File: src/rtl/jtvigil_rom_arb.sv
// Four-slot round-robin arbiter sharing one SDRAM bank read port among ROM requesters.
// Define JTVIGIL_ROM_ARB_CACHE_EN to keep each slot's last word valid across cs deassertion.
module jtvigil_rom_arb #(
  parameter int          AW    = 18,
  parameter logic [21:0] OFFS0 = 22'h0,
  parameter logic [21:0] OFFS1 = 22'h0,
  parameter logic [21:0] OFFS2 = 22'h0,
  parameter logic [21:0] OFFS3 = 22'h0
) (
  input  logic          clk,
  input  logic          rst,
  input  logic          downloading,
  input  logic          slot0_cs,
  input  logic [AW-1:0] slot0_addr,
  output logic [15:0]   slot0_data,
  output logic          slot0_ok,
  input  logic          slot1_cs,
  input  logic [AW-1:0] slot1_addr,
  output logic [15:0]   slot1_data,
  output logic          slot1_ok,
  input  logic          slot2_cs,
  input  logic [AW-1:0] slot2_addr,
  output logic [15:0]   slot2_data,
  output logic          slot2_ok,
  input  logic          slot3_cs,
  input  logic [AW-1:0] slot3_addr,
  output logic [15:0]   slot3_data,
  output logic          slot3_ok,
  output logic [21:0]   bus_addr,
  output logic          bus_rd,
  input  logic          bus_ack,
  input  logic          bus_rdy,
  input  logic [15:0]   bus_data,
  output logic          busy
);

  typedef enum logic [1:0] {
    ST_IDLE = 2'd0,
    ST_REQ  = 2'd1,
    ST_WAIT = 2'd2
  } state_t;

  state_t        state_r;
  logic [3:0]    cs_s;
  logic [3:0]    ok_s;
  logic [3:0]    pend_s;
  logic [3:0]    valid_r;
  logic [3:0]    valid_nxt_s;
  logic [AW-1:0] addr_s   [4];
  logic [AW-1:0] addr_l_r [4];
  logic [15:0]   data_r   [4];
  logic [21:0]   offs_s;
  logic [21:0]   fetch_addr_s;
  logic [1:0]    rr_r;
  logic [1:0]    gnt_r;
  logic [1:0]    gnt_s;
  logic          any_s;
  logic          grant_s;
  logic          store_s;

  assign cs_s      = {slot3_cs, slot2_cs, slot1_cs, slot0_cs};
  assign addr_s[0] = slot0_addr;
  assign addr_s[1] = slot1_addr;
  assign addr_s[2] = slot2_addr;
  assign addr_s[3] = slot3_addr;

  assign slot0_data = data_r[0];
  assign slot1_data = data_r[1];
  assign slot2_data = data_r[2];
  assign slot3_data = data_r[3];
  assign {slot3_ok, slot2_ok, slot1_ok, slot0_ok} = ok_s;

  // Per-slot hit detection and pending requests
  always_comb begin
    for (int n = 0; n < 4; n++) begin
      ok_s[n] = valid_r[n] & cs_s[n] & (addr_s[n] == addr_l_r[n]);
    end
    pend_s = cs_s & ~ok_s;
  end

  // Round-robin pick: scan from rr+4 down to rr+1 so the nearest slot after rr wins
  always_comb begin
    logic [1:0] idx;
    idx   = 2'd0;
    gnt_s = rr_r;
    any_s = 1'b0;
    for (int i = 4; i >= 1; i--) begin
      idx = rr_r + 2'(i);
      if (pend_s[idx]) begin
        gnt_s = idx;
        any_s = 1'b1;
      end else begin
        any_s = any_s;
      end
    end
  end

  // Bank address of the candidate grant
  always_comb begin
    case (gnt_s)
      2'd0:    offs_s = OFFS0;
      2'd1:    offs_s = OFFS1;
      2'd2:    offs_s = OFFS2;
      default: offs_s = OFFS3;
    endcase
    fetch_addr_s = 22'(addr_s[gnt_s]) + offs_s;
  end

  assign grant_s = (state_r == ST_IDLE) & ~downloading & any_s;
  assign store_s = ((state_r == ST_REQ) & bus_ack & bus_rdy) | ((state_r == ST_WAIT) & bus_rdy);

  // Next valid flags: grant clears, store sets, downloading (and cs low when uncached) clears
  always_comb begin
    for (int n = 0; n < 4; n++) begin
      logic keep;
      keep = (grant_s && gnt_s == 2'(n)) ? 1'b0 :
             (store_s && gnt_r == 2'(n)) ? 1'b1 : valid_r[n];
`ifdef JTVIGIL_ROM_ARB_CACHE_EN
      valid_nxt_s[n] = keep & ~downloading;
`else
      valid_nxt_s[n] = keep & ~downloading & cs_s[n];
`endif
    end
  end

  // Arbitration FSM, bus outputs and per-slot storage
  always_ff @(posedge clk or negedge rst) begin
    if (!rst) begin
      state_r  <= ST_IDLE;
      bus_rd   <= 1'b0;
      bus_addr <= 22'd0;
      busy     <= 1'b0;
      rr_r     <= 2'd3;
      gnt_r    <= 2'd0;
      valid_r  <= 4'd0;
      for (int n = 0; n < 4; n++) begin
        addr_l_r[n] <= '0;
        data_r[n]   <= 16'd0;
      end
    end else begin
      case (state_r)
        ST_IDLE: begin
          if (grant_s) begin
            gnt_r           <= gnt_s;
            rr_r            <= gnt_s;
            addr_l_r[gnt_s] <= addr_s[gnt_s];
            bus_addr        <= fetch_addr_s;
            bus_rd          <= 1'b1;
            busy            <= 1'b1;
            state_r         <= ST_REQ;
          end
        end
        ST_REQ: begin
          if (bus_ack) begin
            bus_rd <= 1'b0;
            if (bus_rdy) begin
              busy    <= 1'b0;
              state_r <= ST_IDLE;
            end else begin
              state_r <= ST_WAIT;
            end
          end
        end
        ST_WAIT: begin
          if (bus_rdy) begin
            busy    <= 1'b0;
            state_r <= ST_IDLE;
          end
        end
        default: begin
          bus_rd  <= 1'b0;
          busy    <= 1'b0;
          state_r <= ST_IDLE;
        end
      endcase
      if (store_s) begin
        data_r[gnt_r] <= bus_data;
      end
      valid_r <= valid_nxt_s;
    end
  end

endmodule

File: config.mk
export PLATFORM = sky130hd
export DESIGN_NAME = jtvigil_rom_arb
export DESIGN_NICKNAME = d
export VERILOG_FILES = /design/src/rtl/jtvigil_rom_arb.sv
export SDC_FILE = /design/constraint.sdc
export NUM_CORES = 1
export LEC_CHECK = 0
export CAP_MARGIN = 20
export CORE_MARGIN = 5
export CORE_UTILIZATION = 45
export CTS_CLUSTER_SIZE = 40
export DETAILED_ROUTE_END_ITERATION = 10
export MAX_ROUTING_LAYER = met4
export PLACE_DENSITY = 0.84
export SLEW_MARGIN = 20
export SYNTH_ARGS = -nofsm -noshare
export SYNTH_HDL_FRONTEND = slang
export SYNTH_SLANG_ARGS = --single-unit
export TNS_END_PERCENT = 20
File: constraint.sdc
create_clock -name clk -period 2.95 [get_ports clk]
set_input_delay 0.4425 -clock clk [delete_from_list [all_inputs] [get_ports clk]]
set_output_delay 0.4425 -clock clk [all_outputs]
set_load 0.05 [all_outputs]
# After elaboration in Yosys (flattened, before gate mapping)
# Index checks and enable logic that the tools add are counted.
# Widths: inputs -> output; s select.
dict set report classes {
  n_lt_le_gt_ge 8
  n_reduce_logical 17
  n_mul 0
  n_div 0
  bitwise_logic 28
  add_sub_neg 3
  eq_ne 15
  n_shift 0
  mux 43
}
# operator count
set op_table {}
lappend op_table {{$bwmux 72} 1}
lappend op_table {{$eq 18x18->1} 4}
lappend op_table {{$bwmux 64} 1}
lappend op_table {{$mux 18} 3}
lappend op_table {{$bmux 18 s2} 1}
lappend op_table {{$demux 18 s2} 1}
lappend op_table {{$demux 16 s2} 1}
lappend op_table {{$and 1x1->1} 21}
lappend op_table {{$mux 1} 20}
lappend op_table {{$mux 16} 1}
lappend op_table {{$mux 2} 7}
lappend op_table {{$lt 2x3->1 const B} 4}
lappend op_table {{$eq 2x2->1 const B} 5}
lappend op_table {{$logic_and 1x1->1} 10}
lappend op_table {{$bmux 1 s2} 4}
lappend op_table {{$eq 2x1->1 const B} 3}
lappend op_table {{$ge 3x3->1 const B} 2}
lappend op_table {{$logic_not 2->1} 3}
lappend op_table {{$lt 3x1->1 const B} 2}
lappend op_table {{$ne 2x2->1 const B} 3}
lappend op_table {{$not 2->3} 2}
lappend op_table {{$pmux 1 s3} 2}
lappend op_table {{$pmux 2 s3} 1}
lappend op_table {{$reduce_and 3->1} 2}
lappend op_table {{other kinds (7)} 10}
dict set report totals {
  latchBits 0
  in_bits 97
  rom_bits 0
  register_bits 166
  wordCells 129
  ramBits 0
  mem_count 0
  out_inout_bits 92
}

# Longest topological paths before layout
# Gate-level depths: netlist of the first run.
dict set report depth {
  ltp_word 15
  mapped_depth 10
  depth_no_buf 9
}

# Worst setup path after synthesis of the first run
# No wires, ideal clock.
dict set report synth_timing {
  path_type {input port to flip-flop}
  startpoint {in slot0_addr[6]}
  endpoint {reg addr_l_r[10] in the netlist's numbering}
  setup_ps 127
  cell_stages 10
  setup_slack_ps -186
  arrival_time_ps 3008
  required_time_ps 2823
  path_buffers 2
  path_cell_list {xnor2_1 -> nand3_1 -> or4_4 -> o31ai_4 -> or3b_1 -> and3_1 -> clkbuf_1 -> nor3_4 -> buf_6 -> mux2_1}
}
dict set report synth_between {
  elab_chain_len 15
}
# item line
set synth_lines {}
lappend synth_lines {{start, declared} 14} ;# input logic [AW-1:0] slot0_addr,
lappend synth_lines {{$eq 18x18->1 *} 76} ;# ok_s[n] = valid_r[n] & cs_s[n] & (addr_s[n] == addr_l_r[n]);
lappend synth_lines {{$and 1x1->1 *} 76}
lappend synth_lines {{$not 4->4 *} 78} ;# pend_s = cs_s & ~ok_s;
lappend synth_lines {{$and 4x4->4 *} 78}
lappend synth_lines {{$bmux 1 s2} 89} ;# if (pend_s[idx]) begin
lappend synth_lines {{$mux 1 (not written as such)} 89}
lappend synth_lines {{$mux 2 (3 in series)} 89}
lappend synth_lines {{$not 2->3 (not written as such)} 146} ;# addr_l_r[gnt_s] <= addr_s[gnt_s];
lappend synth_lines {{$ge 3x3->1 (not written as such) or $lt 3x1->1 (tied branches)} 146}
lappend synth_lines {{$logic_and 1x1->1 (not written as such)} 146}
lappend synth_lines {{$mux 18 (not written as such)} 146}
lappend synth_lines {{$demux 18 s2} 146}
lappend synth_lines {{$bwmux 72} 146}
lappend synth_lines {{end signal, assigned by index} 146}
lappend synth_lines {{end, declared} 50} ;# logic [AW-1:0] addr_l_r [4];
# Mark *: on every way between the ends. The rest lies on a longest branch, timed or not. The select of a mux whose other input is x is not followed.
# A chain may end at the register's enable or synchronous reset.

# Worst setup path in the final report of the first run
dict set report layout_timing {
  startpoint {in slot0_addr[9]}
  endpoint {reg addr_l_r[16] in the netlist's numbering}
}
# Same word-level chain as after synthesis.

==> results.json, run 1 <==
{
  "grt_max_degree": 69,
  "vias": 6271,
  "cellPowerDensity_nw_per_um2": 1150,
  "syn_inst": 618,
  "final_util_pct": 68.3,
  "ys_warn_count": 0,
  "clock-sinks": 166,
  "hold_path_class": "primary input to register",
  "die_h_um": 141,
  "critical_path_required_ps": 3260,
  "p_total_uw": 13500,
  "fin_hold_ws_ps": 410,
  "async_reset_ff_share_pct": 100,
  "setup_viol": 44,
  "dieArea_sq_um": 20000,
  "place.gp.congestion": 0.857,
  "arrival_ps": 3370,
  "synth_edf_count": 0,
  "cts_buffers": 17,
  "clk-insertion-delay-late_ps": 440,
  "skew_ps": 21.7,
  "dpl.cell_count": 1098,
  "synth.area.top_cells": "dfrtp_1 53%, mux2_2 16%, xor2_1 5.6%",
  "rows": 48,
  "synth_top_area_cell": "dfrtp_1",
  "synth_most_common_cell": "dfrtp_1",
  "status": "finished with violations",
  "core_area_sq_um": 17100,
  "clock.fmax_ghz": 0.328,
  "worst-path-max-fanout": 5,
  "cts_buffer_depth": 2,
  "overflow": 0,
  "pin_count": 189,
  "vias_per_cell": 5.47,
  "dominantRegCellSynth": "dfrtp_1",
  "drv_slew": 0,
  "yosys-top-cells-count": "164 x dfrtp_1, 110 x mux2_2, 50 x xor2_1, 46 x nor2_1, 37 x mux2i_1",
  "drt-total-wl_um": 23800,
  "cts_tree": "built",
  "n_fill_cell": 1179,
  "grt_setup_unrepaired": "true",
  "grt_use_total_pct": 24.0,
  "nets": 1008,
  "finalHoldViolations": 0,
  "syn_area_per_cell_sq_um": 12.6,
  "violations": "negative setup slack",
  "dpl.hpwl_um": 16300,
  "setup_tns_ps": -2650,
  "cp-start-kind": "primary input",
  "hold_path_depth": 3,
  "die_w_um": 141,
  "drt_iter0_drc": 458,
  "crit_path_top_delay_cell": "clkdlybuf4s50_1",
  "antenna_cells": 0,
  "syn_area_sq_um": 7760,
  "grt_first_pass_wirelength_um": 36500,
  "setup_ws_ps": -102,
  "slew_headroom_pct": 62.7,
  "p_leak_uw": 0.00517,
  "dr.pass1.iters": 5,
  "vdd_drop_max_mv": 0.896,
  "synth-seq-cells": 166,
  "cap_violations": 0,
  "initial_core_util_pct": 45.4,
  "drt-wirelength-per-cell_um": 20.8,
  "first_global_vias": 6709,
  "cts-root-buf": "clkbuf_16",
  "critPathMaxStageDelay_ps": 450,
  "drive_gt1_share_pct": 32.9,
  "synth_top_cell_area_share_pct": 52.9,
  "synth-seq-area-share_pct": 53.5,
  "drc": 0,
  "htreeDepth": 4,
  "end_kind": "register",
  "rr_worst_depth": 12,
  "port_buffers": 184,
  "syn_to_final_growth_pct": 50.6,
  "criticalPathCategory": "primary input to register",
  "antenna_found_initial": 0,
  "path_cells": "clkdlybuf4s50_1 > xor2_1 > nor4_2 > nand2_1 > o31ai_4 > or3b_4 > and3_4 > nor3_4 > buf_12 > buf_16 > mux2_4",
  "finalCriticalPeriod_ps": 3050,
  "clk_pin_slew_ps": 70,
  "stdcell_count": 1146,
  "synth_cell_types": 50,
  "worstMarginPinSlew_ps": 557,
  "finalCritPeriodShare_pct": 103,
  "ant_nets": 0
}
==> path summary, 6_finish.rpt <==
kind                                  to          start  slack [ps]
setup / recovery            addr_l_r[16]  slot0_addr[9]        -100
hold / removal              addr_l_r[40]  slot1_addr[4]         410
setup reg to reg            addr_l_r[16]   addr_l_r[38]         -60
hold reg to reg            slot3_data[0]  slot3_data[0]         500
max in group asynchronous  slot3_data[0]            rst        1650
min in group asynchronous   addr_l_r[36]            rst         540
==> report_power, final <==
group | leakage [uW] | internal [uW] | switching [uW]
Combinational | 0.00289 | 3010 | 4040
Clock | 0.000290 | 1270 | 985
Sequential | 0.00199 | 3410 | 750
Total | 0.00517 | 7700 | 5780
==> registers in the layout, summed over array words and instances (netlist names), 2 cells and up <==
register,cells
bus_addr,18
valid_r,4
state_r,2
slot2_data,16
rr_r,2
addr_l_r,72
gnt_r,2
slot1_data,16
slot0_data,16
slot3_data,16
==> routing by layer <==
metal / vias up / wire length, um / GRT usage [%]
met5: - / 0 / -
met4: 0 / 340 / 6.83
met3: 28 / 1940 / 6.54
met2: 263 / 11800 / 38.2
met1: 3193 / 9670 / 30.4
li1: 2787 / - / -
==> cell families (layout without fill, tap and decap cells) <==
family          after synthesis  in the layout  synth area share [%]
compound gates               66             66                  6.21
xor+xnor                     72             72                  8.12
fa+ha+maj                     3              3                 0.484
buf+inv                      37            337                  2.19
flops                       166            166                  53.5
mux                         156            156                  22.0
other cells                   1              4                0.0483
simple gates                117            117                  7.37
==> placed cells by master (no fill, tap or decap), drive strengths merged, types with 3 or more instances in the layout <==
| master | instances |
|---|---|
| conb | 4 |
| inv | 17 |
| nand3 | 10 |
| mux2i | 37 |
| nand2 | 28 |
| a21oi | 26 |
| clkbuf | 19 |
| buf | 114 |
| xnor2 | 22 |
| o21ai | 5 |
| mux2 | 119 |
| nand4 | 4 |
| dfrtp | 164 |
| ha | 3 |
| a221oi | 18 |
| nand2b | 3 |
| dlymetal6s2s | 7 |
| nor2 | 46 |
| dlygate4sd2 | 6 |
| nor3 | 4 |
| xor2 | 50 |
| clkinv | 4 |
| nor4 | 12 |
| clkdlybuf4s50 | 166 |
==> critical path, delay by kind of cell <==
family	cells	cell delay (ps)
AO/OA/AOI/OAI	1	340
XOR/XNOR	1	180
buffers and inverters	3	750
multiplexers	1	300
AND/OR/NAND/NOR	5	1350
==> stage by stage <==
step	area, sq um	setup slack [ps]
after floorplan	7790	-42.3
after global placement	10600	-460
after detailed placement	10600	-517
after CTS	11500	-90.2
after global routing	11700	-119
final	11700	-102
==> final cells by class <==
type	count	area, sq um	area share, %
Timing Repair Buffer	295	2900	24.8
Inverter	10	37.5	0.321
Clock inverter	14	165	1.41
Multi-Input combinational cell	418	3720	31.9
Sequential cell	166	4160	35.6
Clock buffer	18	429	3.67
Tap cell	225	282	2.41
==> repair_timing <==
| item | 4_1_cts | 5_1_grt |
|---|---|---|
| endpoints found under the setup margin | 59 | 95 |
| endpoints found under the hold margin | 7 | 0 |
| hold buffers | 1 | 0 |
| buffers inserted | 5 | 6 |
| resized for setup | 37 | 33 |
| gates cloned | 3 | 1 |
| pin swaps | 9 | 16 |
No activity file was read; power rests on OpenSTA's default activity.
==> run 2: changes to the inputs <==
Settings changed: CORE_MARGIN 5 to not set, HOLD_SLACK_MARGIN set to 0.12.
==> run 2 against run 1 <==
Net effect:
- the run now ends clean
- core utilization is 0.48 points higher
- wire length decreased by 8.3%
- final cell count down 1.2%
- combinational power down 4.2%
- worst hold slack better by 9.0 ps
- sequential power about the same
- clock power down 3%
- sequential share of layout area increased by 0.63 points
==> results.json, run 2 (synthesis gave the netlist of run 1 again) <==
{
  "crit_path_top_delay_cell": "clkdlybuf4s50_1",
  "cap_violations": 0,
  "finalHoldViolations": 0,
  "regToRegStartpoint": "addr_l_r[66]",
  "rows": 47,
  "antenna_cells": 0,
  "layout_commonest_cell": "clkdlybuf4s50_1",
  "critPathMaxStageDelay_ps": 440,
  "clk_pin_slew_ps": 70,
  "vias_per_cell": 5.40,
  "status": "completed",
  "end_kind": "register",
  "finalCriticalPeriod_ps": 2930,
  "n_fill_cell": 1197,
  "first_global_vias": 6382,
  "slew_headroom_pct": 53.5,
  "antenna_found_initial": 0,
  "cts_buffer_depth": 2,
  "cts-root-buf": "clkbuf_16",
  "largest_reg_flops": 72,
  "worst-path-max-fanout": 4,
  "vias": 6114,
  "drc": 0,
  "cellPowerDensity_nw_per_um2": 1140,
  "cts_buffers": 17,
  "arrival_ps": 3240,
  "hold_path_class": "primary input to register",
  "drv_slew": 0,
  "die_w_um": 133,
  "dieArea_sq_um": 17800,
  "vdd_drop_max_mv": 0.872,
  "setup_tns_ps": 0,
  "clock-sinks": 166,
  "crit_buf_inv": 3,
  "port_buffers": 184,
  "top_register": "addr_l_r",
  "drt_iter0_drc": 372,
  "path_cells": "clkdlybuf4s50_1 > xor2_1 > nor4_2 > nand2_1 > o31ai_4 > or3b_4 > and3_4 > nor3_4 > buf_6 > clkbuf_16 > mux2_4",
  "drt-total-wl_um": 21800,
  "cts_tree": "built",
  "initial_core_util_pct": 46.5,
  "die_h_um": 133,
  "drt-wirelength-per-cell_um": 19.3,
  "grt_max_degree": 73,
  "drive_gt1_share_pct": 31.4,
  "endpoint": "addr_l_r[0]",
  "p_leak_uw": 0.00506,
  "ant_nets": 0,
  "skew_ps": 8.92,
  "crit_cells": 11,
  "worstMarginPinSlew_ps": 697,
  "nets": 999,
  "reg2reg_to": "addr_l_r[0]",
  "grt_first_pass_wirelength_um": 34400,
  "clk-insertion-delay-late_ps": 430,
  "finalCritPeriodShare_pct": 99.3,
  "grt_use_total_pct": 26.2,
  "crit_start": "slot0_addr[9]",
  "syn_to_final_growth_pct": 48.0,
  "final_util_pct": 68.8,
  "cp-start-kind": "primary input",
  "crit_family": "simple AND/OR/NAND/NOR gates",
  "criticalPathCategory": "primary input to register",
  "htreeDepth": 4,
  "largestRegisters": "addr_l_r: 72 flops, bus_addr: 18 flops",
  "core_area_sq_um": 16700,
  "grt_setup_unrepaired": "true",
  "r2r_slack_ps": 30,
  "clock.fmax_ghz": 0.342,
  "setup_viol": 0,
  "overflow": 0,
  "dpl.hpwl_um": 15900,
  "critical_path_required_ps": 3260,
  "hold_path_depth": 3,
  "place.gp.congestion": 0.848,
  "dr.pass1.iters": 5,
  "final_cell_mix": "168 x clkdlybuf4s50_1, 164 x dfrtp_1, 107 x mux2_2, 90 x buf_4, 50 x xor2_1",
  "rr_worst_depth": 10,
  "pin_count": 189
}
## run 2: worst min-delay path by stage
stage	startpoint	to	slack, ps
2_1_floorplan	rst	addr_l_r[0]	150
3_3_place_gp	slot3_data[15]	slot3_data[15]	490
3_5_place_dp	slot2_data[7]	slot2_data[7]	490
4_1_cts	slot3_data[9]	slot3_data[9]	510
5_1_grt	slot0_cs	valid_r[0]	410
6_report	slot1_addr[2]	addr_l_r[38]	420
## run 2: power breakdown
group	total, uW	switching (uW)	internal, uW	leakage [uW]
combinational	6760	3910	2850	0.00279
sequential	4160	741	3410	0.00199
clock	2200	1010	1200	0.000281
total	13100	5660	7460	0.00506
## run 2: per-stage QoR
stage / power (uW) / setup WS [ps] / hold slack (ps) / cell area [sq um] / instances
after floorplan: 8340 / -42.3 / 147 / 7790 / 621
after global placement: 10500 / -458 / 487 / 10600 / 1093
after detailed placement: 10700 / -560 / 493 / 10600 / 1093
after CTS: 13000 / -15.3 / 510 / 11300 / 1129
after global routing: 13700 / -66.9 / 413 / 11500 / 1132
final: 13100 / 22.0 / 419 / 11500 / 1132
## run 2: what timing repair did
| item | 4_1_cts | 5_1_grt |
|---|---|---|
| gates cloned | 1 | 1 |
| gates resized for setup | 15 | 32 |
| pin swaps | 2 | 9 |
| hold endpoints to repair | 68 | 0 |
| setup endpoints to repair | 65 | 97 |
| buffers inserted | 2 | 3 |
| hold buffers | 1 | 0 |
## run 2: worst min-delay path, delay by kind of cell
family,cells,cell delay [ps]
muxes,1,130
buffers and inverters,2,240
## run 2: routing by layer
| metal | vias up | GRT usage, % | wire length (um) |
|---|---|---|---|
| li1 | 2763 | - | - |
| met5 | - | - | 0 |
| met2 | 226 | 40.4 | 10600 |
| met1 | 3081 | 35.2 | 9480 |
| met4 | 0 | 8.84 | 544 |
| met3 | 44 | 4.57 | 1190 |
## run 2: area by class of cell
type,count,area [sq um],area share [%]
Inverter,10,37.5,0.327
Clock inverter,15,155,1.35
Sequential cell,166,4160,36.2
Timing Repair Buffer,286,2790,24.3
Multi-Input combinational cell,418,3640,31.7
Tap cell,220,275,2.40
Clock buffer,17,425,3.70
==> RTL edit, RTL diff (settings of run 1) <==
The parameter `AW` goes from 18 to 9.
--- a/src/rtl/jtvigil_rom_arb.sv
+++ b/src/rtl/jtvigil_rom_arb.sv
@@ -3,3 +3,3 @@
 module jtvigil_rom_arb #(
-  parameter int          AW    = 18,
+  parameter int          AW    = 9,
   parameter logic [21:0] OFFS0 = 22'h0,
Interface: changed (resized slot0_addr, slot1_addr, slot2_addr and slot3_addr); port bits go from 189 to 153. The function was not compared with the original's and may differ.
==> RTL edit against run 1 <==
The flow still finishes with violations (negative setup slack); count of clock-buffer cells in the layout rose by 1; combinational power down 20%; maximum frequency rose by 2.4%; design area shrank 26%; total power is 20% lower; routed wire length is 32% lower; die area fell by 25%; area after synthesis decreased by 26%; clock skew decreased by 0.015 ns; clock power shrank 6%; setup slack improved by 0.071 ns; sequential power shrank 28%; sequential cell count shrank 45; highest routed layer unchanged.
==> RTL edit: results (changes against run 1) <==
route:
  wl_per_cell_um: 19.39  # -6.6%
  drt_iter0_drc: 280  # -39%
  drt-pass1-iter-count: 4  # -1
  via_per_inst: 5.250  # -4.1%
cells_and_area:
  drive_gt1_share_pct: 38.50  # +5.6 points
  finish.net_count: 716  # -29%
  n_fill_cell: 858  # -27%
  largest-register: "addr_l_r"
  largest_register_ff_count: 36  # -50%
  diodes: 0  # unchanged
power:
  p_leak_uw: 0.003821  # -26%
  switching_power_uw: 4527  # -22%
  peakVddDrop_uv: 974.9  # +8.8%
global_route:
  grt_max_degree: 65  # -5.8%
  grt_use_total_pct: 22.59  # -1.4 points
  antenna_found_initial: 0  # unchanged
  grt_pass1_wl_um: 24900  # -32%
  grt_pass1_vias: 4639  # -31%
sta:
  fin_skew_ns: 0.006284  # -0.01537 ns
  setup_slack_ns: -0.03140  # +0.07104 ns
  finalSetupViolCount: 9  # -80%
  worst_pin_slew_ns: 0.7907  # +0.2333 ns
worst_setup_path:
  timing.rr.end: "addr_l_r[26]"
  rr_worst_depth: 9  # -3
  path_class: "flip-flop to flip-flop"
  cp.arrival_ns: 3.28  # -0.09 ns
  r2r_start: "addr_l_r[1]"
  cp_max_fo: 8  # +3
outcome:
  outcome: "finished, violations left"
  failed_checks: "negative setup slack"
place:
  port_buffers: 139  # -24%
  dp_worst_setup_slack_ns: -0.6167  # -0.09994 ns
  place_hpwl_um: 11580  # -29%
  gp_congestion: 0.8922  # +4.1%
clock_tree:
  cts_made_buffers: 17  # unchanged
  path_clk_slew_ns: 0.06
  clk_latency_ns: 0.42  # -0.02 ns
logic_synthesis:
  synth_commonest_cells: "dfrtp_1 (119), mux2_2 (112), nand2_1 (22), xnor2_1 (20), mux2i_1 (19)"
  synth.yosys.seq_area_share_pct: 53.02  # -0.53 points
  synth_area_leaders: "dfrtp_1 (52%), mux2_2 (22%), mux2i_1 (3.3%)"
  synthArstFlopShare_pct: 100.0  # unchanged
  synth_flop_cell: "dfrtp_1"
hold_path:
  min_path_type: "primary input to async pin"
==> RTL edit: critical path, stage by stage, from the launching register on <==
cell and delay, ns:
dfrtp_1 0.40, xor2_1 0.17, or4_4 0.51, o41ai_4 0.47, buf_4 0.20, o21ai_4 0.06, o21a_4 0.24, nor3_4 0.32
buf_12 0.19, mux2_4 0.30
==> RTL edit: logic make-up (layout without fill, tap and decap cells) <==
kind of cell | Yosys count | in the layout | synth area share [%]
muxes | 131 | 131 | 25.39
buffers and inverters | 33 | 259 | 3.196
other | 1 | 13 | 0.06561
adders and majority gates | 3 | 3 | 0.6568
and+or+nand+nor | 63 | 64 | 6.195
DFF | 121 | 121 | 53.02
xor gates and xnor gates | 36 | 36 | 5.517
AOI/OAI and AO/OA | 38 | 38 | 5.955
==> RTL edit: what timing repair did <==
| item | in CTS | in global routing |
|---|---|---|
| setup endpoints to repair | 52 | 53 |
| setup buffers | 3 | 5 |
| pin swaps | 9 | 10 |
| resized for setup | 13 | 33 |
| cloned | 2 | 0 |
==> RTL edit: power groups by stage <==
stage          combinational [µW]  sequential (µW)  clock, µW
6_report                     5630             3000       2120
5_1_grt                      5890             3100       2260
4_1_cts                      5440             3000       2170
3_5_place_dp                 5320             3010          0
3_3_place_gp                 5220             2950          0
2_1_floorplan                1780             4670          0
==> RTL edit: final cells by class <==
class | instances | area (µm²) | share of cell area (%)
clock inverter | 13 | 168.9 | 1.940
multi-input combinational | 285 | 2723 | 31.27
inverter | 8 | 30.03 | 0.3449
tap | 172 | 215.2 | 2.472
timing repair buffer | 219 | 2097 | 24.08
sequential | 121 | 3030 | 34.80
clock buffer | 19 | 442.9 | 5.087
==> RTL edit: how the worst min path moves through the flow <==
stage / slack [ns] / endpoint / startpoint
finish: 0.1 / addr_l_r[20] / rst
global route: 0.17 / addr_l_r[23] / rst
CTS: 0.12 / valid_r[1] / rst
detailed placement: 0.49 / bus_addr[2] / bus_addr[2]
global placement: 0.48 / bus_addr[3] / bus_addr[3]
floorplan: 0.15 / addr_l_r[0] / rst
==> RTL edit: routing by layer <==
metal / GRT usage [%] / vias up / wire [µm]
met5: - / - / 0
met4: 6.648 / 0 / 283
met3: 7.281 / 25 / 1130
met2: 35.67 / 149 / 8079
met1: 27.91 / 2234 / 6734
li1: - / 1986 / -
==> RTL edit: per-stage QoR <==
| step | setup TNS, ns | cells | area [µm²] |
|---|---|---|---|
| 5_1_grt | -2.837 | 837 | 8707 |
| 3_3_place_gp | -27.30 | 795 | 7835 |
| 4_1_cts | 0 | 832 | 8537 |
| 2_1_floorplan | -0.1462 | 438 | 5767 |
| 3_5_place_dp | -30.25 | 795 | 7835 |
| 6_report | -0.2077 | 837 | 8707 |
